`src/rtl/vga_scan_ctrl_if.sv`:
```
// Frame-buffer read port between the VGA scan controller and the SRAM.
// The controller drives the request and address; the memory side returns
// pixel data a fixed number of pixel ticks later.
interface vga_scan_ctrl_if #(
    parameter int ADDR_W = 18
);
    logic              RD_REQ;
    logic [ADDR_W-1:0] RD_ADDR;
    logic [2:0]        RD_DATA;

    modport master (
        output RD_REQ,
        output RD_ADDR,
        input  RD_DATA
    );

    modport slave (
        input  RD_REQ,
        input  RD_ADDR,
        output RD_DATA
    );
endinterface

```
`src/rtl/vga_scan_ctrl.sv`:
```
// Parametrised VGA scan controller.
// A pixel strobe is divided down from CLK. Raster counters produce the syncs,
// the active-video flag and linear frame-buffer read addresses for a window.
// Because SRAM data comes back PIPE pixel ticks after its request, the syncs,
// DE and the colour-select flags ride a PIPE-deep delay line. This keeps
// everything on the RGB pins aligned with the data that actually arrived.
module vga_scan_ctrl #(
    parameter int       CLK_DIV      = 5,
    parameter int       H_SYNC       = 96,
    parameter int       H_BP         = 48,
    parameter int       H_ACT        = 640,
    parameter int       H_FP         = 16,
    parameter int       V_SYNC       = 2,
    parameter int       V_BP         = 33,
    parameter int       V_ACT        = 480,
    parameter int       V_FP         = 10,
    parameter bit       SYNC_ACT_LOW = 1'b1,
    parameter int       WIN_X0       = 0,
    parameter int       WIN_Y0       = 0,
    parameter int       WIN_W        = 640,
    parameter int       WIN_H        = 240,
    parameter logic [2:0] BG_COLOR   = 3'b000,
    parameter int       ADDR_W       = 18,
    parameter int       PIPE         = 2
) (
    input  logic              CLK,
    input  logic              RSTn,
    input  logic              EN,
    vga_scan_ctrl_if.master   rd,
    output logic              PIX_EN,
    output logic              HSYNC,
    output logic              VSYNC,
    output logic              DE,
    output logic [9:0]        X,
    output logic [9:0]        Y,
    output logic              FRAME_START,
    output logic [2:0]        RGB_Sig
);

    localparam int H_TOTAL = H_SYNC + H_BP + H_ACT + H_FP;
    localparam int V_TOTAL = V_SYNC + V_BP + V_ACT + V_FP;
    localparam int H_A0    = H_SYNC + H_BP;
    localparam int H_A1    = H_A0 + H_ACT;
    localparam int V_A0    = V_SYNC + V_BP;
    localparam int V_A1    = V_A0 + V_ACT;
    // The window is clipped to the active area so it never addresses blanking.
    localparam int WX1     = (WIN_X0 + WIN_W < H_ACT) ? WIN_X0 + WIN_W : H_ACT;
    localparam int WY1     = (WIN_Y0 + WIN_H < V_ACT) ? WIN_Y0 + WIN_H : V_ACT;
    localparam int DW      = (CLK_DIV > 1) ? $clog2(CLK_DIV) : 1;
    localparam int HW      = $clog2(H_TOTAL + 1);
    localparam int VW      = $clog2(V_TOTAL + 1);
    localparam logic SYNC_INV = SYNC_ACT_LOW;

    logic [DW-1:0]     dcnt;
    logic [HW-1:0]     hcnt;
    logic [VW-1:0]     vcnt;
    logic [ADDR_W-1:0] row_base;

    logic              tick;
    logic              h_last;
    logic              v_last;
    logic              at_origin;
    logic              hs_raw;
    logic              vs_raw;
    logic              h_act;
    logic              v_act;
    logic              act;
    logic              win;
    logic              win_last;
    logic [9:0]        x_c;
    logic [9:0]        y_c;
    logic [10:0]       dx;
    logic [10:0]       dy;
    logic [ADDR_W-1:0] addr_c;

    logic [PIPE-1:0]   p_hs;
    logic [PIPE-1:0]   p_vs;
    logic [PIPE-1:0]   p_de;
    logic [PIPE-1:0]   p_win;

    // Decode the raster position into sync, active, window and address terms
    always_comb begin
        tick      = EN && (dcnt == DW'(CLK_DIV - 1));
        h_last    = (hcnt == HW'(H_TOTAL - 1));
        v_last    = (vcnt == VW'(V_TOTAL - 1));
        at_origin = (hcnt == '0) && (vcnt == '0);
        hs_raw    = (hcnt < HW'(H_SYNC));
        vs_raw    = (vcnt < VW'(V_SYNC));
        h_act     = (hcnt >= HW'(H_A0)) && (hcnt < HW'(H_A1));
        v_act     = (vcnt >= VW'(V_A0)) && (vcnt < VW'(V_A1));
        act       = h_act && v_act;
        x_c       = '0;
        y_c       = '0;
        if (act) begin
            x_c = 10'(hcnt - HW'(H_A0));
            y_c = 10'(vcnt - VW'(V_A0));
        end
        // Offsets into the window; bit 10 set means left of / above the window.
        dx       = {1'b0, x_c} - 11'(WIN_X0);
        dy       = {1'b0, y_c} - 11'(WIN_Y0);
        win      = act && !dx[10] && (dx[9:0] < 10'(WX1 - WIN_X0))
                       && !dy[10] && (dy[9:0] < 10'(WY1 - WIN_Y0));
        win_last = win && (dx[9:0] == 10'(WX1 - WIN_X0 - 1));
        addr_c   = row_base + ADDR_W'(dx[9:0]);
    end

    // Pixel divider, raster counters, row base and the request-side outputs
    always_ff @(posedge CLK or negedge RSTn) begin
        if (!RSTn) begin
            dcnt        <= '0;
            hcnt        <= '0;
            vcnt        <= '0;
            row_base    <= '0;
            PIX_EN      <= 1'b0;
            FRAME_START <= 1'b0;
            rd.RD_REQ   <= 1'b0;
            rd.RD_ADDR  <= '0;
            X           <= '0;
            Y           <= '0;
        end else if (!EN) begin
            dcnt        <= '0;
            hcnt        <= '0;
            vcnt        <= '0;
            row_base    <= '0;
            PIX_EN      <= 1'b0;
            FRAME_START <= 1'b0;
            rd.RD_REQ   <= 1'b0;
            rd.RD_ADDR  <= '0;
            X           <= '0;
            Y           <= '0;
        end else begin
            PIX_EN      <= tick;
            FRAME_START <= tick && at_origin;
            dcnt        <= tick ? '0 : dcnt + 1'b1;
            if (tick) begin
                hcnt <= h_last ? '0 : hcnt + 1'b1;
                if (h_last) begin
                    vcnt <= v_last ? '0 : vcnt + 1'b1;
                end
                // Clearing on the wrap tick guarantees the new frame starts at address 0.
                if (h_last && v_last) begin
                    row_base <= '0;
                end else if (win_last) begin
                    row_base <= row_base + ADDR_W'(WIN_W);
                end
                rd.RD_REQ  <= win;
                rd.RD_ADDR <= win ? addr_c : '0;
                X          <= x_c;
                Y          <= y_c;
            end
        end
    end

    // Delay syncs and select flags by the read latency, then pick the pixel colour
    always_ff @(posedge CLK or negedge RSTn) begin
        if (!RSTn) begin
            p_hs    <= '0;
            p_vs    <= '0;
            p_de    <= '0;
            p_win   <= '0;
            HSYNC   <= SYNC_INV;
            VSYNC   <= SYNC_INV;
            DE      <= 1'b0;
            RGB_Sig <= 3'b000;
        end else if (!EN) begin
            p_hs    <= '0;
            p_vs    <= '0;
            p_de    <= '0;
            p_win   <= '0;
            HSYNC   <= SYNC_INV;
            VSYNC   <= SYNC_INV;
            DE      <= 1'b0;
            RGB_Sig <= 3'b000;
        end else if (tick) begin
            p_hs[0]  <= hs_raw;
            p_vs[0]  <= vs_raw;
            p_de[0]  <= act;
            p_win[0] <= win;
            for (int i = 1; i < PIPE; i++) begin
                p_hs[i]  <= p_hs[i-1];
                p_vs[i]  <= p_vs[i-1];
                p_de[i]  <= p_de[i-1];
                p_win[i] <= p_win[i-1];
            end
            HSYNC   <= p_hs[PIPE-1] ^ SYNC_INV;
            VSYNC   <= p_vs[PIPE-1] ^ SYNC_INV;
            DE      <= p_de[PIPE-1];
            RGB_Sig <= p_win[PIPE-1] ? rd.RD_DATA
                     : (p_de[PIPE-1] ? BG_COLOR : 3'b000);
        end
    end

endmodule

```
`src/flat_wrapper.sv`:
```
// flat-port wrapper written by rule: the top's interface ports become plain ports
module vga_scan_ctrl_flat 
#(
    parameter int       CLK_DIV      = 5,
    parameter int       H_SYNC       = 96,
    parameter int       H_BP         = 48,
    parameter int       H_ACT        = 640,
    parameter int       H_FP         = 16,
    parameter int       V_SYNC       = 2,
    parameter int       V_BP         = 33,
    parameter int       V_ACT        = 480,
    parameter int       V_FP         = 10,
    parameter bit       SYNC_ACT_LOW = 1'b1,
    parameter int       WIN_X0       = 0,
    parameter int       WIN_Y0       = 0,
    parameter int       WIN_W        = 640,
    parameter int       WIN_H        = 240,
    parameter logic [2:0] BG_COLOR   = 3'b000,
    parameter int       ADDR_W       = 18,
    parameter int       PIPE         = 2
)
  (CLK, RSTn, EN, PIX_EN, HSYNC, VSYNC, DE, X, Y, FRAME_START, RGB_Sig, rd_RD_REQ, rd_RD_ADDR, rd_RD_DATA);
  vga_scan_ctrl_if #(.ADDR_W(ADDR_W)) rd_i ();
  input  logic CLK;
  input  logic RSTn;
  input  logic EN;
  output logic PIX_EN;
  output logic HSYNC;
  output logic VSYNC;
  output logic DE;
  output logic [9:0] X;
  output logic [9:0] Y;
  output logic FRAME_START;
  output logic [2:0] RGB_Sig;
  output wire logic [$bits(rd_i.RD_REQ)-1:0] rd_RD_REQ;
  output wire logic [$bits(rd_i.RD_ADDR)-1:0] rd_RD_ADDR;
  input wire logic [$bits(rd_i.RD_DATA)-1:0] rd_RD_DATA;
  assign rd_RD_REQ = rd_i.RD_REQ;
  assign rd_RD_ADDR = rd_i.RD_ADDR;
  assign rd_i.RD_DATA = rd_RD_DATA;
  vga_scan_ctrl #(.CLK_DIV(CLK_DIV), .H_SYNC(H_SYNC), .H_BP(H_BP), .H_ACT(H_ACT), .H_FP(H_FP), .V_SYNC(V_SYNC), .V_BP(V_BP), .V_ACT(V_ACT), .V_FP(V_FP), .SYNC_ACT_LOW(SYNC_ACT_LOW), .WIN_X0(WIN_X0), .WIN_Y0(WIN_Y0), .WIN_W(WIN_W), .WIN_H(WIN_H), .BG_COLOR(BG_COLOR), .ADDR_W(ADDR_W), .PIPE(PIPE)) u_core (.CLK(CLK), .RSTn(RSTn), .EN(EN), .rd(rd_i), .PIX_EN(PIX_EN), .HSYNC(HSYNC), .VSYNC(VSYNC), .DE(DE), .X(X), .Y(Y), .FRAME_START(FRAME_START), .RGB_Sig(RGB_Sig));
endmodule
```
`config.mk`:
```
export PLATFORM = sky130hd
export DESIGN_NAME = vga_scan_ctrl_flat
export DESIGN_NICKNAME = d
export VERILOG_FILES = /design/src/rtl/vga_scan_ctrl_if.sv /design/src/rtl/vga_scan_ctrl.sv /design/src/flat_wrapper.sv
export SDC_FILE = /design/constraint.sdc
export NUM_CORES = 1
export LEC_CHECK = 0
export CELL_PAD_IN_SITES_DETAIL_PLACEMENT = 2
export CELL_PAD_IN_SITES_GLOBAL_PLACEMENT = 2
export CORE_MARGIN = 3
export CORE_UTILIZATION = 36
export CTS_CLUSTER_DIAMETER = 200
export DETAILED_ROUTE_END_ITERATION = 8
export PLACE_DENSITY = 0.81
export REMOVE_ABC_BUFFERS = 1
export SETUP_SLACK_MARGIN = 0.4
export SYNTH_ARGS = -nofsm -noshare
export SYNTH_HDL_FRONTEND = slang
export SYNTH_SLANG_ARGS = --single-unit
```
`constraint.sdc`:
```
create_clock -name CLK -period 4.9 [get_ports CLK]
set_input_delay 0.49 -clock CLK [delete_from_list [all_inputs] [get_ports CLK]]
set_output_delay 0.49 -clock CLK [all_outputs]
set_load 0.01 [all_outputs]
```
Word-level counts from Yosys, hierarchy flattened
Index checks and enable logic that the tools add are counted.
{"block": "classes", "mux": 43, "magnitude_cmp": 8, "add_sub_neg": 7, "bitwise": 2, "eq_ne": 7, "n_reduce_logical": 14}
{"op": "$mux 10", "count": 13}
{"op": "$mux 18", "count": 7}
{"op": "$eq 10x10->1 const B", "count": 3}
{"op": "$lt 10x10->1 const B", "count": 3}
{"op": "$add 10x1->10 const B", "count": 2}
{"op": "$logic_not 10->1", "count": 2}
{"op": "$add 18x10->18", "count": 1}
{"op": "$add 18x10->18 const B", "count": 1}
{"op": "$mux 2", "count": 8}
{"op": "$mux 3", "count": 5}
{"op": "$ge 10x6->1 const B", "count": 1}
{"op": "$ge 10x8->1 const B", "count": 1}
{"op": "$logic_and 1x1->1", "count": 10}
{"op": "$lt 10x2->1 const B", "count": 1}
{"op": "$lt 10x7->1 const B", "count": 1}
{"op": "$lt 10x8->1 const B", "count": 1}
{"op": "$mux 1", "count": 10}
{"op": "$sub 10x6->10 const B", "count": 1}
{"op": "$sub 10x8->10 const B", "count": 1}
{"op": "$ne 2x1->1 const B", "count": 2}
{"op": "$reduce_and 2->1", "count": 2}
{"op": "$add 3x1->3 const B", "count": 1}
{"op": "$eq 3x3->1 const B", "count": 1}
{"op": "$ne 3x1->1 const B", "count": 1}
{"op": "$not 1->1", "count": 2}
{"block": "word_totals", "output_inout_bits": 47, "inputBits": 6, "ff_bits": 96, "elab_cells": 99}

Depth between registers and ports, before layout
Gate-level depths: netlist of the first run.
{"block": "depth", "word_depth": 12, "ltp_mapped": 18, "mapped_depth_nobuf": 16}

Worst setup path before layout of the first run
Ideal clock, no wire load.
{"block": "synth_path", "path_kind": "register to register", "startpoint": "register u_core.vcnt[0]", "endpoint": "register u_core.rd.RD_ADDR[12]", "setup_ps": 121, "setup_slack_ps": 1303, "n_path_buf": 2, "stages_incl_launch_ff": 18, "t_arrival_ps": 3476, "t_required_ps": 4779, "synth_period_minus_slack_ps": 3597, "cell_sequence": "dfrtp_1 ha_1 buf_2 o41ai_2 and2_1 o22ai_1 and2_1 clkbuf_1 inv_1 nor2_1 ha_1 a21oi_1 inv_1 a21o_1 a31oi_1 nor2_1 xor2_1 a22o_1"}
{"block": "synth_via", "elab_chain_cells": 10, "elab_cells_between_ends": 15, "cone_classes": "add/sub: 2; order compare: 4; mux: 5; reduce/logical: 4"}
{"item": "start: declaration", "line": "vga_scan_ctrl.sv:56", "rtl": "logic [VW-1:0] vcnt;"}
{"item": "start signal: assignment", "line": "vga_scan_ctrl.sv:138", "rtl": "vcnt <= v_last ? '0 : vcnt + 1'b1;"}
{"item": "parallel branches: the longest is 7 deep, another holds $add 18x10->18"}
{"item": "$mux 18 (*)", "line": "vga_scan_ctrl.sv:147", "rtl": "rd.RD_ADDR <= win ? addr_c : '0;"}
{"item": "$mux 18 (*)", "line": "vga_scan_ctrl.sv:135", "rtl": "if (tick) begin"}
{"item": "$mux 18 (*)", "line": "vga_scan_ctrl.sv:120", "rtl": "end else if (!EN) begin"}
{"item": "end signal: assignment", "line": "vga_scan_ctrl.sv:147"}
{"item": "end: declaration", "line": "vga_scan_ctrl_if.sv:13", "rtl": "output RD_ADDR,"}
Mark *: on every way between the ends. The select of a mux whose other input is x is not followed.
A chain may end at the register's enable or synchronous reset.

Final worst setup path of the first run
{"block": "layout_path", "startpoint": "register u_core.hcnt[4]", "endpoint": "register u_core.rd.RD_ADDR[14]"}
{"block": "layout_via", "elab_chain_cells": 10, "elab_cells_between_ends": 15, "cone_classes": "add/sub: 2; order compare: 4; mux: 5; reduce/logical: 4"}
{"item": "start: declaration", "line": "vga_scan_ctrl.sv:55", "rtl": "logic [HW-1:0] hcnt;"}
{"item": "start signal: assignment", "line": "vga_scan_ctrl.sv:136", "rtl": "hcnt <= h_last ? '0 : hcnt + 1'b1;"}
{"item": "parallel branches: the longest is 7 deep, another holds $add 18x10->18"}
{"item": "$mux 18 (*)", "line": "vga_scan_ctrl.sv:147"}
{"item": "$mux 18 (*)", "line": "vga_scan_ctrl.sv:135"}
{"item": "$mux 18 (*)", "line": "vga_scan_ctrl.sv:120"}
Marks and branches as above.

==> metrics.md, run 1 <==
| Metric | Value |
|---|---|
| Initial DRC count | `188` |
| Slew Limit Headroom | `36.5%` |
| Status | `finished clean` |
| Worst Path Required | `5.14 ns` |
| Root buffer cell | `clkbuf_16` |
| Initial core utilization | `37.7%` |
| Diodes inserted | `0` |
| Grt met2 use | `36.3%` |
| Fin Setup TNS | `0 ns` |
| Post-Syn Area | `4620 um^2` |
| Max-cap violations | `0` |
| Initial antenna violation count | `0` |
| Layout cell share with drive strength beyond 1 | `6.98%` |
| Synth warn | `0` |
| H-tree lvl count | `3` |
| Die width | `119 um` |
| Crit Path Class | `register to register` |
| Hold Crit Class | `input pin to async pin` |
| Post-synth ARST share | `100%` |
| Most used DFF post-synth | `dfrtp_1` |
| GR Util All Layers | `21.2%` |
| Clock Sinks | `88` |
| Startpoint types | `register` |
| DR WL/cell | `21.2 um` |
| PortBufs | `52` |
| Synth-to-layout area growth | `20.7%` |
| # setup viols final | `0` |
| Post-route ant nets | `0` |
| CP peak stage delay | `0.58 ns` |
| EDFF count, synth | `0` |
| Synth Register Bits | `88` |
| Clock latency on the worst-skew pair | `0.35 ns` |
| Seq/Total Area, Yosys | `47.7%` |
| Post-Route WL | `14,500 um` |
| Placer Congestion | `0.817` |
| FP Rows | `40` |
| Final min period | `4.10 ns` |
| Via Count | `3,759` |
| Max Clk Rate | `244 MHz` |
| Pin count of the biggest net entering global routing | `52` |
| Pre-antenna DRT Iters | `4` |
| Remaining routing DRC violations | `0` |
| Total congestion overflow | `0` |
| CP max stage cell | `dfrtp_1` |
| Total CTS buffers | `9` |
| M1 GR Usage | `27.6%` |
| Syn Inst Count | `475` |
| Clock-pin slew on the worst setup and hold paths | `0.07 ns` |
| Fin Hold WS | `0.114 ns` |
| Met3 Track Usage GR | `3.47%` |
| Post-synthesis cell type count | `54` |
| Maximum VDD drop | `0.131 mV` |
| GRT busiest layer | `met2` |
| Synth Area per Inst | `9.74 um^2` |
| Post-route clock period utilization | `83.7%` |
| CP Cell Sequence | `inv_1 > ha_1 > inv_1 > o21ai_0 > a31oi_1 > and2_2 > inv_1 > nor2_1 > ha_1 > a21oi_1 > inv_1 > a21o_1 > a31oi_2 > nor2_1 > xor2_1 > a22o_1` |
| Total power | `0.00162 W` |
| Post-DP HPWL | `10,200 um` |
| CP Data Arrival Time | `4.34 ns` |
| Clk_skew | `0.00875 ns` |
| Kind of end point of the critical path | `register` |
| Pwr Density | `290 nW/um^2` |
| First-pass GRT wire length | `23,500 um` |
| Bufs on Longest Clock Path | `2` |
| Die outline height | `119 um` |
| Core ar. | `12,300 um^2` |
| Worst Path Max Fanout | `13` |
| CTS tree | `done` |
| Die area | `14,200 um^2` |
| Vias in the first global route | `4,153` |
| IO Pins | `53` |
| Worst slew pin tran | `0.949 ns` |
| Final core occ | `45.5%` |
| Unrepaired setup endpoints after global routing | `no` |
| CP dominant cell by count | `inv_1` |
| Fin nets | `532` |
| P_leak | `2.42 nW` |
| Vias per cell | `5.50` |
| Final hold violation count | `0` |
| Pins Over Slew Limit | `0` |
cell usage in the layout, fill, tap and decap left out, types with 4 or more instances in the layout:
cell / netlist / layout
and3_1: 8 / 8
inv_1: 17 / 17
clkbuf_16: 0 / 9
and2_1: 7 / 5
nor2_1: 35 / 35
a21oi_1: 17 / 17
ha_1: 15 / 15
nand2_1: 53 / 53
dfrtp_1: 86 / 86
a22o_1: 26 / 26
o211ai_1: 4 / 4
xor2_1: 14 / 14
or3_1: 6 / 6
buf_4: 0 / 5
xnor2_1: 19 / 19
nor3_1: 7 / 7
clkdlybuf4s50_1: 0 / 51
nand2b_1: 4 / 4
a32o_1: 4 / 4
or4_1: 5 / 5
o21ai_0: 37 / 37
nand4_1: 4 / 4
nand3_1: 23 / 23
o31ai_1: 8 / 8
nor2b_1: 4 / 4
what timing repair did:
action | 4_1_cts | 5_1_grt
setup buffers | 0 | 0
endpoints found under the hold margin | 0 | 0
resized for setup | 0 | 3
endpoints found under the setup margin | 0 | 4
hold buffers | 0 | 0
stage by stage:
step	std cells	instance area (um^2)	setup WS (ns)
4_1_cts	684	5560	0.582
6_report	684	5580	0.801
3_3_place_gp	668	5250	0.992
3_5_place_dp	668	5250	0.624
5_1_grt	684	5580	0.500
2_1_floorplan	444	4490	1.43
sequential cells by signal, summed over array words and instances (netlist names):
signal              count
u_core.DE               1
u_core.FRAME_START      1
u_core.HSYNC            1
u_core.PIX_EN           1
u_core.RGB_Sig          3
u_core.VSYNC            1
u_core.X               10
u_core.Y               10
u_core.dcnt             3
u_core.hcnt            10
u_core.p_de             2
u_core.p_hs             2
u_core.p_vs             2
u_core.p_win            1
u_core.rd.RD_ADDR      18
u_core.rd.RD_REQ        1
u_core.row_base        11
u_core.vcnt            10
final cells by class:
type	instances	area (um^2)
clock buffers	9	225
clock inverters	7	92.6
fillers	1322	6680
inverters	17	63.8
multi-input cells	339	2240
flip-flops and latches	88	2200
well taps	168	210
repair buffers	56	548
power by group:
part	leakage [nW]	internal, W	switching, W	total [W]
clock network	0.160	0.000448	0.000309	0.000757
registers	1.22	0.000735	0.0000177	0.000753
logic	1.04	0.0000332	0.0000778	0.000111
total	2.42	0.00122	0.000404	0.00162
worst max-delay path: cells and delay by family (launching register included):
| family | cells | cell delay [ns] |
|---|---|---|
| AND/OR/NAND/NOR | 3 | 0.57 |
| adder cells (fa/ha/maj) | 2 | 0.59 |
| XOR/XNOR | 1 | 0.16 |
| AO/OA/AOI/OAI | 6 | 1.58 |
| flip-flops | 1 | 0.58 |
| buffers and inverters | 4 | 0.49 |
per-layer routing:
metal,wire [um],part of all wire [%]
met1,6660,46
met2,7270,50
met3,373,2.6
met4,175,1.2
met5,0,0
cells in the mapped netlist, types with 2 or more instances:
master | count | area share [%]
inv_1 | 17 | 1.4
xor2_1 | 14 | 2.7
nor3b_1 | 2 | 0.32
or4b_2 | 2 | 0.43
a21o_1 | 2 | 0.32
nor2_1 | 35 | 2.8
nor3_1 | 7 | 0.76
o31a_1 | 2 | 0.38
o41ai_2 | 2 | 0.70
nand3_1 | 23 | 2.5
nor4_1 | 2 | 0.27
dfrtp_1 | 86 | 47
xnor2_1 | 19 | 3.6
clkbuf_1 | 17 | 1.4
and3_1 | 8 | 1.1
o21ai_0 | 37 | 4.0
a22o_1 | 26 | 4.9
o211ai_1 | 4 | 0.65
a2111oi_4 | 2 | 1.2
buf_2 | 12 | 1.3
a32o_1 | 4 | 0.87
nand2_1 | 53 | 4.3
and2_1 | 7 | 0.95
nor2b_1 | 4 | 0.54
nand2b_1 | 4 | 0.54
ha_1 | 15 | 4.1
nand4b_1 | 2 | 0.38
nand4_1 | 4 | 0.54
dfstp_2 | 2 | 1.1
a21oi_1 | 17 | 1.8
a31oi_1 | 4 | 0.54
or3_1 | 6 | 0.81
o31ai_1 | 8 | 1.3
o21bai_1 | 2 | 0.32
or4_1 | 5 | 0.81
path summary, 6_finish.rpt:
kind                                 from                     to  slack, ns  cells past startpoint
min in group CLK           u_core.p_vs[1]           u_core.VSYNC       0.43                      1
max reg2reg                u_core.hcnt[4]  u_core.rd.RD_ADDR[14]       0.80                     16
min                                  RSTn          u_core.PIX_EN       0.11                      1
max in group asynchronous            RSTn     u_core.row_base[7]       3.71                      2
max                        u_core.hcnt[4]  u_core.rd.RD_ADDR[14]       0.80                     16
min reg2reg                u_core.p_vs[1]           u_core.VSYNC       0.43                      1
kinds of logic (layout without fill, tap and decap cells):
logic type               after synthesis  count (layout)  synth area share (%)
flip-flops                            88              88                  47.7
adder cells (fa/ha/maj)               15              15                  4.06
XOR/XNOR                              33              33                  6.25
buffers and inverters                 48              89                  4.38
AO/OA/AOI/OAI                        117             117                  18.3
other                                  1               1                0.0811
AND/OR/NAND/NOR                      173             173                  19.3
Power figures use the tool's default switching activity.
==> run 2, diff against run 1 <==
--- a/config.mk
+++ b/config.mk
@@ -8,10 +8,10 @@
 export CELL_PAD_IN_SITES_DETAIL_PLACEMENT = 2
 export CELL_PAD_IN_SITES_GLOBAL_PLACEMENT = 2
 export CORE_MARGIN = 3
-export CORE_UTILIZATION = 36
+export CORE_UTILIZATION = 32
 export CTS_CLUSTER_DIAMETER = 200
 export DETAILED_ROUTE_END_ITERATION = 8
-export PLACE_DENSITY = 0.81
+export PLACE_DENSITY = 0.77
 export REMOVE_ABC_BUFFERS = 1
 export SETUP_SLACK_MARGIN = 0.4
 export SYNTH_ARGS = -nofsm -noshare
==> constraint.sdc (replaced) <==
create_clock -name CLK -period 3.59 [get_ports CLK]
set_input_delay 0.359 -clock CLK [delete_from_list [all_inputs] [get_ports CLK]]
set_output_delay 0.359 -clock CLK [all_outputs]
set_load 0.01 [all_outputs]
==> metrics.md, run 2 (synthesis gave the netlist of run 1 again) <==
| Metric | Value |
|---|---|
| Status | `finished clean` |
| Diodes inserted | `0 (unchanged)` |
| WL met2 | `7350 um (+1.1%)` |
| Vias per cell | `5.48 (-0.20%)` |
| Max reg flops | `18 (unchanged)` |
| Kind of end point of the critical path | `register` |
| Vias in the first global route | `4,391 (+5.7%)` |
| Seq pwr share | `47.7% (+1.2 points)` |
| Hold Crit Class | `input pin to async pin` |
| Slew Limit Headroom | `42.3% (+5.8 points)` |
| Top layer in use | `met4` |
| Initial DRC count | `226 (+20%)` |
| Crit path max-delay family | `compound AO/OA/AOI/OAI gates` |
| Fin Hold WS | `0.120 ns (+0.00583 ns)` |
| Initial antenna violation count | `0 (unchanged)` |
| Internal Pwr Total | `0.00156 W (+28%)` |
| Via Count | `3,993 (+6.2%)` |
| Post-route ant nets | `0 (unchanged)` |
| Worst Path Max Fanout | `4 (-9)` |
| Die area | `15,900 um^2 (+12%)` |
| Placer Congestion | `0.836 (+2.4%)` |
| Most flop-heavy register | `u_core.rd.RD_ADDR` |
| Fin nets | `564 (+6.0%)` |
| IO Pins | `53 (unchanged)` |
| Total CTS buffers | `9 (unchanged)` |
| P_leak | `2.58 nW (+6.8%)` |
| Pre-antenna DRT Iters | `4 (unchanged)` |
| NetSw | `0.000567 W (+40%)` |
| PortBufs | `52 (unchanged)` |
| Biggest regs | `u_core.rd.RD_ADDR x18, u_core.row_base x11` |
| Root buffer cell | `clkbuf_16` |
| CP max stage cell | `dfrtp_1` |
| CTS tree | `done` |
| Clock-pin slew on the worst setup and hold paths | `0.07 ns (about the same)` |
| Clock share of power | `43.1% (-3.6 points)` |
| Max Clk Rate | `322 MHz (+32%)` |
| Most used cells in the layout excluding fill and tap cells | `dfrtp_1 (86), nand2_1 (53), clkdlybuf4s50_1 (51)` |
| Multi-input gate area | `2330 um^2 (+4.0%)` |
| Remaining routing DRC violations | `0 (unchanged)` |
| CP Data Arrival Time | `3.34 ns (-1.00 ns)` |
| First-pass GRT wire length | `24,500 um (+4.3%)` |
| GR Util All Layers | `19.3% (-1.8 points)` |
| CP Cell Sequence | `ha_2 > o41ai_4 > and2_4 > o22ai_2 > and2_4 > inv_2 > nor2_1 > ha_1 > a21oi_2 > inv_1 > a21o_1 > a31oi_4 > nor2_1 > xor2_1 > a22o_1` |
| Pwr Density | `361 nW/um^2 (+24%)` |
| Die width | `126 um (+5.8%)` |
| Bufs on Longest Clock Path | `2 (unchanged)` |
| M1 wire length | `6830 um (+2.6%)` |
| Pins Over Slew Limit | `0 (unchanged)` |
| Reg area | `2200 um^2 (unchanged)` |
| H-tree lvl count | `3 (unchanged)` |
| Buf+Inv Stages, Crit Path | `2 (-2)` |
| Post-Route WL | `15,200 um (+4.8%)` |
| Met3 WL post-DR | `586 um (+57%)` |
| Clock latency on the worst-skew pair | `0.35 ns (about the same)` |
| Post-route clock period utilization | `86.6% (+2.9 points)` |
| Worst slew pin tran | `0.865 ns (-0.0832 ns)` |
| Clk_skew | `0.00611 ns (-0.00264 ns)` |
| CP Depth | `15 (-1)` |
| Combinational power share | `9.3% (+2.5 points)` |
| Die outline height | `126 um (+5.8%)` |
| Layout cell share with drive strength beyond 1 | `14.8% (+7.8 points)` |
| Initial core utilization | `33.1% (-4.7 points)` |
| Post-DP HPWL | `10,400 um (+2.1%)` |
| Worst Path Required | `3.83 ns (-1.31 ns)` |
| Core ar. | `14,000 um^2 (+14%)` |
| FP Rows | `43 (+7.5%)` |
| CP peak stage delay | `0.40 ns (-0.18 ns)` |
| Sw frac | `26.7% (+1.7 points)` |
| Max-cap violations | `0 (unchanged)` |
| Maximum VDD drop | `0.213 mV (+63%)` |
| Unrepaired setup endpoints after global routing | `yes` |
| Clock Sinks | `88 (unchanged)` |
| Startpoint types | `register` |
| Synth-to-layout area growth | `27.4%` |
| R2r worst-path depth | `15 (-1)` |
| Crit Path Class | `register to register` |
| # setup viols final | `0 (unchanged)` |
| Filler cells | `1,492 (+13%)` |
| Commonest non-fill, non-tap cell in the layout | `dfrtp_1` |
| Final hold violation count | `0 (unchanged)` |
| Total congestion overflow | `0 (unchanged)` |
| Final min period | `3.11 ns (-0.991 ns)` |
| Pin count of the biggest net entering global routing | `68 (+31%)` |
| DR WL/cell | `20.8 um (-1.6%)` |
| Final core occ | `42.1% (-3.4 points)` |
[run 2: per-stage QoR]
stage | instances | worst slack, ns | setup TNS [ns] | cell area [um^2] | total power [W]
6_report | 728 | 0.481 | 0 | 5890 | 0.00213
3_3_place_gp | 704 | 0.217 | 0 | 5440 | 0.00121
4_1_cts | 723 | 0.401 | 0 | 5790 | 0.00214
5_1_grt | 728 | 0.349 | 0 | 5890 | 0.00222
3_5_place_dp | 704 | -0.0115 | -0.0192 | 5440 | 0.00121
2_1_floorplan | 444 | 0.124 | 0 | 4490 | 0.00112
[run 2: layout make-up]
class                   instances  share of cell area [%]
inverters                      17                    1.08
multi-input cells             339                    39.5
flip-flops and latches         88                    37.4
clock buffers                  10                    4.06
well taps                     180                    3.82
clock inverters                 6                   0.743
repair buffers                 88                    13.4
[run 2: path summary, 6_finish.rpt]
check | startpoint | to | slack (ns)
min in group CLK | u_core.p_vs[1] | u_core.VSYNC | 0.42
worst max register to register | u_core.vcnt[0] | u_core.rd.RD_ADDR[12] | 0.48
worst min-delay path | RSTn | u_core.rd.RD_ADDR[1] | 0.12
worst min register to register | u_core.p_vs[1] | u_core.VSYNC | 0.42
max in group asynchronous | RSTn | u_core.Y[2] | 2.71
worst max-delay path | u_core.vcnt[0] | u_core.rd.RD_ADDR[12] | 0.48
[run 2: power groups by stage]
stage,Clock [W],Sequential (W),Combinational (W)
finish,0.000917,0.00101,0.000197
global route,0.000985,0.00102,0.000217
CTS,0.000940,0.00101,0.000191
detailed placement,0,0.00103,0.000183
global placement,0,0.00103,0.000175
floorplan,0,0.00104,0.0000801
[run 2: layer usage]
layer | global-route usage, % | vias to the layer above
met1 | 25.4 | 2077
met4 | 7.44 | 0
li1 | - | 1814
met3 | 3.65 | 28
met2 | 31.6 | 74
met5 | 0 | -
[run 2: repair_timing]
item / in CTS / in global routing
endpoints found under the setup margin: 7 / 13
hold endpoints to repair: 0 / 0
pin swaps: 4 / 3
setup buffers: 3 / 5
resized for setup: 10 / 12
hold buffers: 0 / 0
cloned: 0 / 0
==> run 3, diff against run 2 <==
--- a/config.mk
+++ b/config.mk
@@ -7,7 +7,6 @@
 export LEC_CHECK = 0
 export CELL_PAD_IN_SITES_DETAIL_PLACEMENT = 2
 export CELL_PAD_IN_SITES_GLOBAL_PLACEMENT = 2
-export CORE_MARGIN = 3
 export CORE_UTILIZATION = 32
 export CTS_CLUSTER_DIAMETER = 200
 export DETAILED_ROUTE_END_ITERATION = 8
==> metrics.md, run 3 (synthesis gave the netlist of run 1 again) <==
| Metric | Value |
|---|---|
| Status | `finished clean` |
| Pins Over Slew Limit | `0 (unchanged)` |
| Total CTS buffers | `9 (unchanged)` |
| GR Util All Layers | `20.8% (+1.5 points)` |
| Maximum VDD drop | `0.240 mV (+13%)` |
| H-tree lvl count | `3 (unchanged)` |
| Biggest regs | `u_core.rd.RD_ADDR x18, u_core.row_base x11` |
| Internal Pwr Total | `0.00165 W (+5.7%)` |
| Max reg flops | `18 (unchanged)` |
| Worst r2r dst | `u_core.rd.RD_ADDR[14]` |
| Most used cells in the layout excluding fill and tap cells | `dfrtp_1 (85), nand2_1 (53), clkdlybuf4s50_1 (51)` |
| Core ar. | `14,000 um^2 (unchanged)` |
| Max-cap violations | `0 (unchanged)` |
| Vias per cell | `5.52 (+0.60%)` |
| Placer Congestion | `0.836 (about the same)` |
| Kind of end point of the critical path | `register` |
| CTS tree | `done` |
| R2r worst-path depth | `16 (+1)` |
| PortBufs | `52 (unchanged)` |
| Final min period | `3.21 ns (+0.104 ns)` |
| Commonest non-fill, non-tap cell in the layout | `dfrtp_1` |
| Diodes inserted | `0 (unchanged)` |
| Remaining routing DRC violations | `0 (unchanged)` |
| Post-Route WL | `15,800 um (+4.2%)` |
| Pre-antenna DRT Iters | `4 (unchanged)` |
| FP Rows | `43 (unchanged)` |
| Layout cell share with drive strength beyond 1 | `16.1% (+1.3 points)` |
| Fin nets | `568 (+0.71%)` |
| Post-route ant nets | `0 (unchanged)` |
| CP Data Arrival Time | `3.45 ns (+0.11 ns)` |
| Startpoint types | `register` |
| Initial core utilization | `33.1% (unchanged)` |
| First-pass GRT wire length | `23,800 um (-3.1%)` |
| Slew Limit Headroom | `35.7% (-6.6 points)` |
| Worst slew pin tran | `0.964 ns (+0.0990 ns)` |
| IO Pins | `53 (unchanged)` |
| Via Count | `4,039 (+1.2%)` |
| Initial DRC count | `261 (+15%)` |
| Clock Sinks | `88 (unchanged)` |
| Worst r2r src | `u_core.hcnt[4]` |
| DR WL/cell | `21.6 um (+3.6%)` |
| Post-DP HPWL | `10,300 um (-0.82%)` |
| Clock share of power | `44.8% (+1.7 points)` |
| Post-CTS Hold Buffers | `0 (unchanged)` |
| Die width | `122 um (-3.2%)` |
| Unrepaired setup endpoints after global routing | `no` |
| Sw frac | `24.9% (-1.7 points)` |
| Worst Path Required | `3.83 ns (about the same)` |
| Pwr Density | `369 nW/um^2 (+2.1%)` |
| R2R Setup Slk | `0.38 ns (-0.10 ns)` |
| Post-route clock period utilization | `89.5% (+2.9 points)` |
| Clk_skew | `0.0101 ns (+0.00398 ns)` |
| Initial antenna violation count | `0 (unchanged)` |
| Root buffer cell | `clkbuf_16` |
| Bufs on Longest Clock Path | `2 (unchanged)` |
| NetSw | `0.000547 W (-3.5%)` |
| Die outline height | `122 um (-3.2%)` |
| Synth-to-layout area growth | `28.8%` |
| Hold Crit Class | `input pin to async pin` |
| Clock-pin slew on the worst setup and hold paths | `0.07 ns (about the same)` |
| Max Clk Rate | `311 MHz (-3.2%)` |
| P_leak | `2.59 nW (+0.57%)` |
| Combinational power share | `9.0% (-0.3 points)` |
| Clock latency on the worst-skew pair | `0.35 ns (about the same)` |
| Die area | `14,900 um^2 (-6.2%)` |
| Pin count of the biggest net entering global routing | `74 (+8.8%)` |
| Total congestion overflow | `0 (unchanged)` |
| Final hold violation count | `0 (unchanged)` |
| Vias in the first global route | `4,346 (-1.0%)` |
| Final core occ | `42.6% (+0.46 points)` |
| Filler cells | `1,491 (-0.067%)` |
| Crit Path Class | `register to register` |
| Most flop-heavy register | `u_core.rd.RD_ADDR` |
| Fin Hold WS | `0.167 ns (+0.0473 ns)` |
| Seq pwr share | `46.2% (-1.5 points)` |
| # setup viols final | `0 (unchanged)` |
| Worst Path Max Fanout | `5 (+1)` |
[run 3: worst max-delay path by stage]
stage,from,slack (ns),endpoint
after floorplan,u_core.vcnt[0],0.12,u_core.rd.RD_ADDR[12]
after global placement,u_core.vcnt[0],0.21,u_core.rd.RD_ADDR[16]
after detailed placement,u_core.vcnt[8],-0.12,u_core.rd.RD_ADDR[16]
after CTS,u_core.vcnt[0],0.41,u_core.rd.RD_ADDR[14]
after global routing,u_core.hcnt[4],0.23,u_core.rd.RD_ADDR[14]
final,u_core.hcnt[4],0.38,u_core.rd.RD_ADDR[14]
[run 3: timing repair]
| item | CTS | global route |
|---|---|---|
| gates resized for setup | 10 | 18 |
| pin swaps | 5 | 11 |
| cloned | 0 | 0 |
| setup endpoints to repair | 8 | 7 |
| buffers inserted | 5 | 9 |
[run 3: per-layer routing]
layer  vias up  track usage [%]  part of all wire (%)
met2        83             35.6                    51
met3        23             2.83                   3.0
li1       1824                -                     -
met4         0             7.24                   2.2
met5         -                0                     0
met1      2109             26.7                    43
[run 3: metrics by stage]
| step | total power [W] | std cells | setup WS, ns | instance area, um^2 | setup TNS [ns] |
|---|---|---|---|---|---|
| final | 0.00220 | 732 | 0.378 | 5960 | 0 |
| after global routing | 0.00228 | 732 | 0.228 | 5960 | 0 |
| after CTS | 0.00220 | 723 | 0.415 | 5810 | 0 |
| after detailed placement | 0.00121 | 702 | -0.121 | 5430 | -0.347 |
| after global placement | 0.00120 | 702 | 0.208 | 5430 | 0 |
| after floorplan | 0.00112 | 444 | 0.124 | 4490 | 0 |
[run 3: worst max-delay path, stage by stage, from the launching register on]
cell     delay [ns]
dfrtp_1        0.40
inv_1          0.14
ha_2           0.27
inv_1          0.07
o21ai_1        0.31
a31oi_2        0.17
and2_4         0.18
inv_4          0.07
nor3_1         0.06
ha_1           0.25
a21oi_2        0.22
inv_2          0.06
a21o_1         0.22
a31oi_4        0.27
nor2_2         0.06
xor2_1         0.15
a22o_1         0.20
[run 3: layout make-up]
| type | count | area (um^2) | area share (%) |
|---|---|---|---|
| well taps | 180 | 225 | 3.78 |
| repair buffers | 92 | 822 | 13.8 |
| clock buffers | 12 | 256 | 4.31 |
| flip-flops and latches | 88 | 2210 | 37.0 |
| multi-input cells | 339 | 2330 | 39.1 |
| inverters | 17 | 66.3 | 1.11 |
| clock inverters | 4 | 53.8 | 0.903 |
[run 3: power groups by stage]
stage | Clock, W | Sequential, W | Combinational (W)
4_1_cts | 0.00100 | 0.00102 | 0.000184
3_3_place_gp | 0 | 0.00103 | 0.000171
3_5_place_dp | 0 | 0.00103 | 0.000181
2_1_floorplan | 0 | 0.00104 | 0.0000801
6_report | 0.000984 | 0.00102 | 0.000199
5_1_grt | 0.00105 | 0.00102 | 0.000219
